--- src/rtl/seven_seg_scanner.sv ---
// Multiplexed common-anode 7-segment scanner with guard, PWM and freeze.
// Optional blink support enabled by defining SEVEN_SEG_BLINK_EN.
`timescale 1ns/1ps
module seven_seg_scanner #(
  parameter int NUM_DIGITS = 4,
  parameter int SEG_W      = 8,
  parameter int CLK_HZ     = 100000000,
  parameter int REFRESH_HZ = 1000,
  parameter int GUARD      = 16,
  parameter int BRIGHT_W   = 4
`ifdef SEVEN_SEG_BLINK_EN
  ,
  parameter int BLINK_SLOTS = 250
`endif
) (
  input  logic                        clk,
  input  logic                        rst,
  input  logic [NUM_DIGITS*SEG_W-1:0] digits,
  input  logic [NUM_DIGITS-1:0]       blank_mask,
  input  logic [BRIGHT_W-1:0]         brightness,
  input  logic                        scan_en,
`ifdef SEVEN_SEG_BLINK_EN
  input  logic [NUM_DIGITS-1:0]       blink_mask,
`endif
  output logic [SEG_W-1:0]            to7Segment,
  output logic [NUM_DIGITS-1:0]       enable,
  output logic                        slot_tick
);

  localparam int DIV   = CLK_HZ / REFRESH_HZ;
  localparam int IDX_W = (NUM_DIGITS > 1) ? $clog2(NUM_DIGITS) : 1;
  localparam int DIV_W = (DIV > 1) ? $clog2(DIV) : 1;

  localparam logic [DIV_W-1:0] DIV_LAST = DIV_W'(DIV - 1);
  localparam logic [DIV_W-1:0] GUARD_V  = DIV_W'(GUARD);
  localparam logic [IDX_W-1:0] IDX_LAST = IDX_W'(NUM_DIGITS - 1);
  localparam logic [NUM_DIGITS-1:0] ONE_D = NUM_DIGITS'(1);

  logic [DIV_W-1:0]    div_cnt;
  logic [IDX_W-1:0]    idx;
  logic [BRIGHT_W-1:0] pwm_cnt;
  logic                lit;
  logic                slot_end;
  logic                dark;
  logic                digit_on;
  logic [SEG_W-1:0]    cur_seg;

`ifdef SEVEN_SEG_BLINK_EN
  localparam int BL_W = (BLINK_SLOTS > 1) ? $clog2(BLINK_SLOTS) : 1;
  localparam logic [BL_W-1:0] BL_LAST = BL_W'(BLINK_SLOTS - 1);

  logic [BL_W-1:0] blink_cnt;
  logic            blink_phase;

  always_ff @(posedge clk or posedge rst) begin
    if (rst) begin
      blink_cnt   <= '0;
      blink_phase <= 1'b0;
    end else if (slot_end) begin
      if (blink_cnt == BL_LAST) begin
        blink_cnt   <= '0;
        blink_phase <= ~blink_phase;
      end else begin
        blink_cnt <= blink_cnt + 1'b1;
      end
    end
  end

  assign dark = blank_mask[idx] || (blink_phase && blink_mask[idx]);
`else
  assign dark = blank_mask[idx];
`endif

  assign lit      = (&brightness) || (pwm_cnt < brightness);
  assign slot_end = scan_en && (div_cnt == DIV_LAST);
  assign cur_seg  = digits[int'(idx)*SEG_W +: SEG_W];
  // The guard window keeps every anode off while idx settles.
  assign digit_on = scan_en && !dark && (div_cnt >= GUARD_V) && lit;

  always_ff @(posedge clk or posedge rst) begin
    if (rst) begin
      div_cnt    <= '0;
      idx        <= '0;
      pwm_cnt    <= '0;
      slot_tick  <= 1'b0;
      to7Segment <= '1;
      enable     <= '1;
    end else begin
      pwm_cnt   <= pwm_cnt + 1'b1;
      slot_tick <= slot_end;
      if (scan_en) begin
        if (slot_end) begin
          div_cnt <= '0;
          idx     <= (idx == IDX_LAST) ? '0 : idx + 1'b1;
        end else begin
          div_cnt <= div_cnt + 1'b1;
        end
      end
      if (digit_on) begin
        enable     <= ~(ONE_D << idx);
        to7Segment <= cur_seg;
      end else begin
        enable     <= '1;
        to7Segment <= '1;
      end
    end
  end

endmodule

--- config.mk ---
export PLATFORM = sky130hd
export DESIGN_NAME = seven_seg_scanner
export DESIGN_NICKNAME = d
export VERILOG_FILES = /design/src/rtl/seven_seg_scanner.sv
export SDC_FILE = /design/constraint.sdc
export NUM_CORES = 1
export LEC_CHECK = 0
export BUFFER_PORTS_ARGS = -buffer_cell sky130_fd_sc_hd__buf_4
export CORE_UTILIZATION = 34
export CTS_CLUSTER_SIZE = 28
export DETAILED_ROUTE_END_ITERATION = 8
export PLACE_DENSITY_LB_ADDON = 0.2
export SLEW_MARGIN = 10
export SYNTH_ARGS = -nofsm -noshare
export SYNTH_HDL_FRONTEND = slang
export SYNTH_SLANG_ARGS = --single-unit
--- constraint.sdc ---
create_clock -name clk -period 4.03 [get_ports clk]
set_input_delay 0.403 -clock clk [delete_from_list [all_inputs] [get_ports clk]]
set_output_delay 0.403 -clock clk [all_outputs]
set_load 0.01 [all_outputs]
==> results of run 1 <==
-- power groups by stage --
stage	clock network (mW)	logic, mW	registers [mW]
final	0.250	0.156	0.440
after CTS	0.261	0.157	0.439
after global placement	0	0.156	0.446
after floorplan	0	0.0886	0.442
after global routing	0.281	0.176	0.446
after detailed placement	0	0.155	0.446
-- routing by layer --
metal	GRT usage	routed length, um
met3	0.0381	234
met1	0.240	2040
met4	0.0519	51
met2	0.233	1830
met5	0	0
-- area by class of cell --
type,count,share of cell area
Clock inverter,3,0.00760
Timing Repair Buffer,56,0.170
Inverter,9,0.0137
Sequential cell,36,0.371
Multi-Input combinational cell,118,0.374
Tap cell,70,0.0355
Clock buffer,5,0.0279
-- cells in the mapped netlist --
| cell type | count |
|---|---|
| nor2_1 | 16 |
| nand2_1 | 18 |
| a41oi_1 | 1 |
| o22ai_1 | 1 |
| nor3b_1 | 1 |
| buf_4 | 2 |
| and4_1 | 2 |
| mux2_2 | 2 |
| nor4_1 | 2 |
| or3_1 | 2 |
| nand3_1 | 8 |
| buf_2 | 2 |
| dfstp_2 | 12 |
| xnor2_1 | 7 |
| nand2b_1 | 1 |
| xor2_1 | 9 |
| mux4_2 | 9 |
| o21ai_1 | 2 |
| nor4_2 | 1 |
| ha_1 | 10 |
| nor3_1 | 2 |
| nand3_2 | 1 |
| dfrtp_1 | 24 |
| o21ai_0 | 2 |
| inv_1 | 9 |
| and4_4 | 1 |
| a21oi_1 | 9 |
| nand4_1 | 9 |
| clkbuf_1 | 1 |
| and3b_1 | 1 |
| nor4_4 | 1 |
-- sequential cells by signal, summed over array words and instances (netlist names) --
name        flops
to7Segment      8
idx             2
slot_tick       1
div_cnt        17
enable          4
pwm_cnt         4
-- cell usage in the layout, fill, tap and decap left out, types with 5 or more instances in the layout --
master / instances
xnor2_1: 7
nand2_1: 18
dfstp_2: 12
a21oi_1: 9
mux4_2: 9
ha_1: 10
buf_4: 56
inv_1: 9
clkbuf_8: 5
nand3_1: 8
xor2_1: 9
nor2_1: 16
dfrtp_1: 24
nand4_1: 9
-- cell families after synthesis --
kind of cell             after synthesis
AND/OR/NAND/NOR                       66
flip-flops                            36
XOR/XNOR                              16
AO/OA/AOI/OAI                         15
buffers and inverters                 14
multiplexers                          11
adder cells (fa/ha/maj)               10
-- final timing paths --
path | from | end | slack, ns | depth (start not counted)
worst max-delay path | div_cnt[11] | idx[0] | 1.98 | 4
worst min-delay path | rst | pwm_cnt[2] | 0.21 | 3
worst max register to register | div_cnt[11] | idx[0] | 1.98 | 4
worst min register to register | pwm_cnt[3] | pwm_cnt[3] | 0.48 | 1
max in group asynchronous | rst | to7Segment[1] | 3.47 | 3
min in group clk | scan_en | div_cnt[1] | 0.39 | 2
-- worst max-delay path: stages (launching register included) --
cell     delay (ns)
dfrtp_1        0.44
nor4_2         0.32
nand2_1        0.13
nor4_4         0.63
mux2_2         0.41
==> flow_summary.json, run 1 <==
{
  "status": "complete, no violations",
  "hold_viol": 0,
  "ir_drop_mv": 0.250,
  "port_buffers": 55,
  "maxSlewHeadroom": 0.476,
  "detailedRoute.firstPassIterationCount": 4,
  "cts_hold_buf": 0,
  "post_cts_resize_count": 0,
  "die-height_um": 76.8,
  "wl_per_cell_um": 14.0,
  "cts_buffers": 5,
  "fmax_mhz": 487,
  "combPwrFrac": 0.184,
  "fill_cells": 475,
  "die_area_sq_mm": 0.00590,
  "swShare": 0.286,
  "placed_cells": 289,
  "drcViolationCount": 0,
  "worstMarginPinSlew_ns": 0.776,
  "cts_sinks": 36,
  "pwr-share-clk": 0.295,
  "rsz0062_at_grt": "false",
  "start_util": 0.363,
  "synth_compound_area_frac": 0.0421,
  "total_power_uw": 846,
  "finalClockSkew_ns": 0.00567,
  "die_w_um": 76.8,
  "final_util": 0.472,
  "area_delta_synth_final_pct": 29.8,
  "avgSynthCellArea_sq_um": 11.3,
  "grt_first_pass_wirelength_um": 7490,
  "cts_tree": "yes",
  "max-cap-violations": 0,
  "ys.warnings.count": 0,
  "worst-setup-path-type": "register to register",
  "multi_input_area_sq_um": 925,
  "drt-total-wl_um": 4160,
  "vias": 1443,
  "syn_area_sq_mm": 0.00190,
  "fin_tns_setup_ns": 0,
  "overflow": 0,
  "synthXorXnorAreaFrac": 0.0736,
  "dp_hpwl_um": 3180,
  "ant_nets": 0,
  "drive_gt1_frac": 0.401,
  "cp-start-kind": "register",
  "arrival_ns": 2.22,
  "finalSetupViolCount": 0,
  "core-area_sq_mm": 0.00524,
  "p_seq_frac": 0.520,
  "synth-seq-cells": 36,
  "syn_nets": 221,
  "clk_pin_slew_ns": 0.07,
  "cts_setup_buffers": 0,
  "power_leakage_nw": 1.12,
  "postPlaceCellArea_sq_mm": 0.00238,
  "grt_pass1_vias": 1512,
  "fin_cells": 297,
  "cp-end-kind": "register",
  "switchingPower_uw": 242,
  "synthDistinctLibCells": 31,
  "synthMuxAreaShare": 0.118,
  "final_area_sq_mm": 0.00247,
  "min_period_ns": 2.05,
  "synth_top_area_frac": 0.316,
  "yosys.area.top_type": "dfrtp_1",
  "synth_top_family_by_area": "simple AND/OR/NAND/NOR gates",
  "place_ws_ns": 1.93,
  "min_path_type": "input port to asynchronous set/reset pin",
  "syn_inst": 168,
  "cell_internal_pwr_uw": 604,
  "holdWs_ns": 0.213,
  "htreeDepth": 2,
  "antenna_found_initial": 0,
  "clk_latency_ns": 0.29,
  "diodes": 0,
  "ff_latch_area_sq_um": 916,
  "place.gp.congestion": 0.841,
  "cp.required_ns": 4.20,
  "synth-seq-area-share": 0.481,
  "synth_fa_ha_area_frac": 0.0657,
  "grt_max_degree": 37,
  "fin_ws_ns": 1.98,
  "report.final.slew_viol_count": 0,
  "clk_path_buf_depth": 2,
  "root_buffer": "clkbuf_8",
  "synth_area_leaders": "dfrtp_1 (32%), dfstp_2 (17%), mux4_2 (11%), ha_1 (6.6%), xor2_1 (4.1%)",
  "yosys.area_share.simple": 0.186,
  "fin_nets": 279,
  "dr.first_iter.drc_count": 91,
  "min_period_over_period": 0.509,
  "drt-vias-per-instance": 4.86,
  "powerDensity_mw_per_mm2": 343,
  "pin_count": 56,
  "crit_fanout": 12,
  "track_usage": 0.163,
  "rows": 26
}
Power figures use the tool's default switching activity.
==> run 2: changes to the inputs <==
- clock period: 4.03 -> 1.75 ns (I/O delays scaled with it)
==> flow_summary.json, run 2 (synthesis results as in run 1) <==
{
  "vias": 1472,
  "final_area_sq_mm": 0.00260,
  "dp_hpwl_um": 3350,
  "min_period_over_period": 0.947,
  "report.final.slew_viol_count": 0,
  "min_period_ns": 1.66,
  "worstMarginPinSlew_ns": 0.451,
  "use_met2": 0.242,
  "fin_nets": 293,
  "rsz0062_at_grt": "false",
  "p_seq_frac": 0.470,
  "cts_tree": "yes",
  "powerDensity_mw_per_mm2": 806,
  "maxSlewHeadroom": 0.699,
  "finalSetupViolCount": 0,
  "globalRouteMet3Util": 0.0488,
  "min_path_type": "input port to asynchronous set/reset pin",
  "place.gp.congestion": 0.841,
  "reg.largest.list": "div_cnt x17, to7Segment x8",
  "drcViolationCount": 0,
  "violations": "hold timing",
  "arrival_ns": 1.83,
  "grt_use_met1": 0.255,
  "switchingPower_uw": 565,
  "grt_first_pass_wirelength_um": 7920,
  "grt_pass1_vias": 1681,
  "max-cap-violations": 0,
  "clk_path_buf_depth": 2,
  "clk_latency_ns": 0.28,
  "port_buffers": 55,
  "largest_reg_flops": 17,
  "cp.required_ns": 1.92,
  "cp-start-kind": "register",
  "hold_viol": 4,
  "area_delta_synth_final_pct": 36.8,
  "status": "finished, violations left",
  "drt-vias-per-instance": 4.73,
  "cp-end-kind": "register",
  "ant_nets": 0,
  "drive_gt1_frac": 0.436,
  "cts_setup_buffers": 0,
  "crit_fanout": 3,
  "grt_busiest_layer": "met1",
  "regMostFlops": "div_cnt",
  "pin_count": 56,
  "antenna_found_initial": 0,
  "fin_tns_setup_ns": 0,
  "finalClockSkew_ns": 0.00183,
  "wl_per_cell_um": 14.3,
  "pwr-share-clk": 0.312,
  "layout_commonest_cell": "buf_4",
  "swShare": 0.269,
  "die-height_um": 76.8,
  "holdWs_ns": -0.00315,
  "cell_internal_pwr_mw": 1.53,
  "root_buffer": "clkbuf_8",
  "diodes": 0,
  "final_util": 0.497,
  "fmax_mhz": 603,
  "postPlaceCellArea_sq_mm": 0.00249,
  "drt-total-wl_um": 4440,
  "die_area_sq_mm": 0.00590,
  "worst-setup-path-type": "register to register",
  "power_leakage_nw": 1.21,
  "dr.first_iter.drc_count": 105,
  "cts_sinks": 36,
  "total_power_mw": 2.10,
  "htreeDepth": 2,
  "start_util": 0.363,
  "layout_common_cells": "buf_4 (70), dfrtp_1 (24), nand2_1 (18)",
  "detailedRoute.firstPassIterationCount": 4,
  "cts_hold_buf": 0,
  "ir_drop_mv": 0.771,
  "core-area_sq_mm": 0.00524,
  "cts_buffers": 5,
  "clk_pin_slew_ns": 0.07,
  "post_cts_resize_count": 0,
  "track_usage": 0.175,
  "die_w_um": 76.8,
  "overflow": 0,
  "combPwrFrac": 0.218,
  "grt_max_degree": 37,
  "rows": 26
}
[run 2: changes by cell type in the layout (fill, tap and decap cells not counted)]
cell	change
buf_4	+14
nor3_2	+1
nor4_4	+1
clkbuf_1	+1
clkinv_4	-1
clkinv_2	-1
nor4_2	-1
clkbuf_16	+1
nor3_1	-1
[run 2: power groups by stage]
stage	Sequential [mW]	Clock [mW]	Combinational, mW
6_report	0.985	0.655	0.458
5_1_grt	0.997	0.719	0.519
4_1_cts	0.982	0.674	0.457
3_5_place_dp	0.996	0	0.455
3_3_place_gp	0.994	0	0.458
2_1_floorplan	1.02	0	0.204
[run 2: final timing paths]
kind                              from             to  slack [ns]  cells past startpoint
max                        div_cnt[11]         idx[1]        0.09                      4
min                                rst     pwm_cnt[0]      -0.003                      3
max reg2reg                div_cnt[11]         idx[1]        0.09                      4
min reg2reg                 pwm_cnt[3]     pwm_cnt[3]        0.48                      1
max in group asynchronous          rst  to7Segment[2]        1.41                      3
min in group clk               scan_en     div_cnt[1]        0.16                      2
[run 2: through the flow]
step / worst slack, ns / cells
floorplan: 0.148 / 168
global placement: 0.0870 / 303
detailed placement: 0.0561 / 303
CTS: 0.0487 / 311
global route: 0.0181 / 311
finish: 0.0924 / 311
[run 2: final cells by class]
type	count	area (sq um)
inverter	9	33.8
sequential	36	916
fill	499	2630
tap	70	87.6
clock buffer	7	97.6
timing repair buffer	70	526
clock inverter	1	5.00
multi-input combinational	118	938
[run 2: per-layer routing]
| metal | part of all wire | vias to the layer above |
|---|---|---|
| met1 | 0.49 | 698 |
| met5 | 0 | - |
| met2 | 0.44 | 37 |
| li1 | - | 735 |
| met4 | 0.0081 | 0 |
| met3 | 0.055 | 2 |
[run 2: worst max-delay path, cell delays in order, from the launching register on]
cell and delay, ns:
dfrtp_1 0.41, nor4_4 0.31, nand2_1 0.13, nor4_4 0.33
mux2_2 0.37
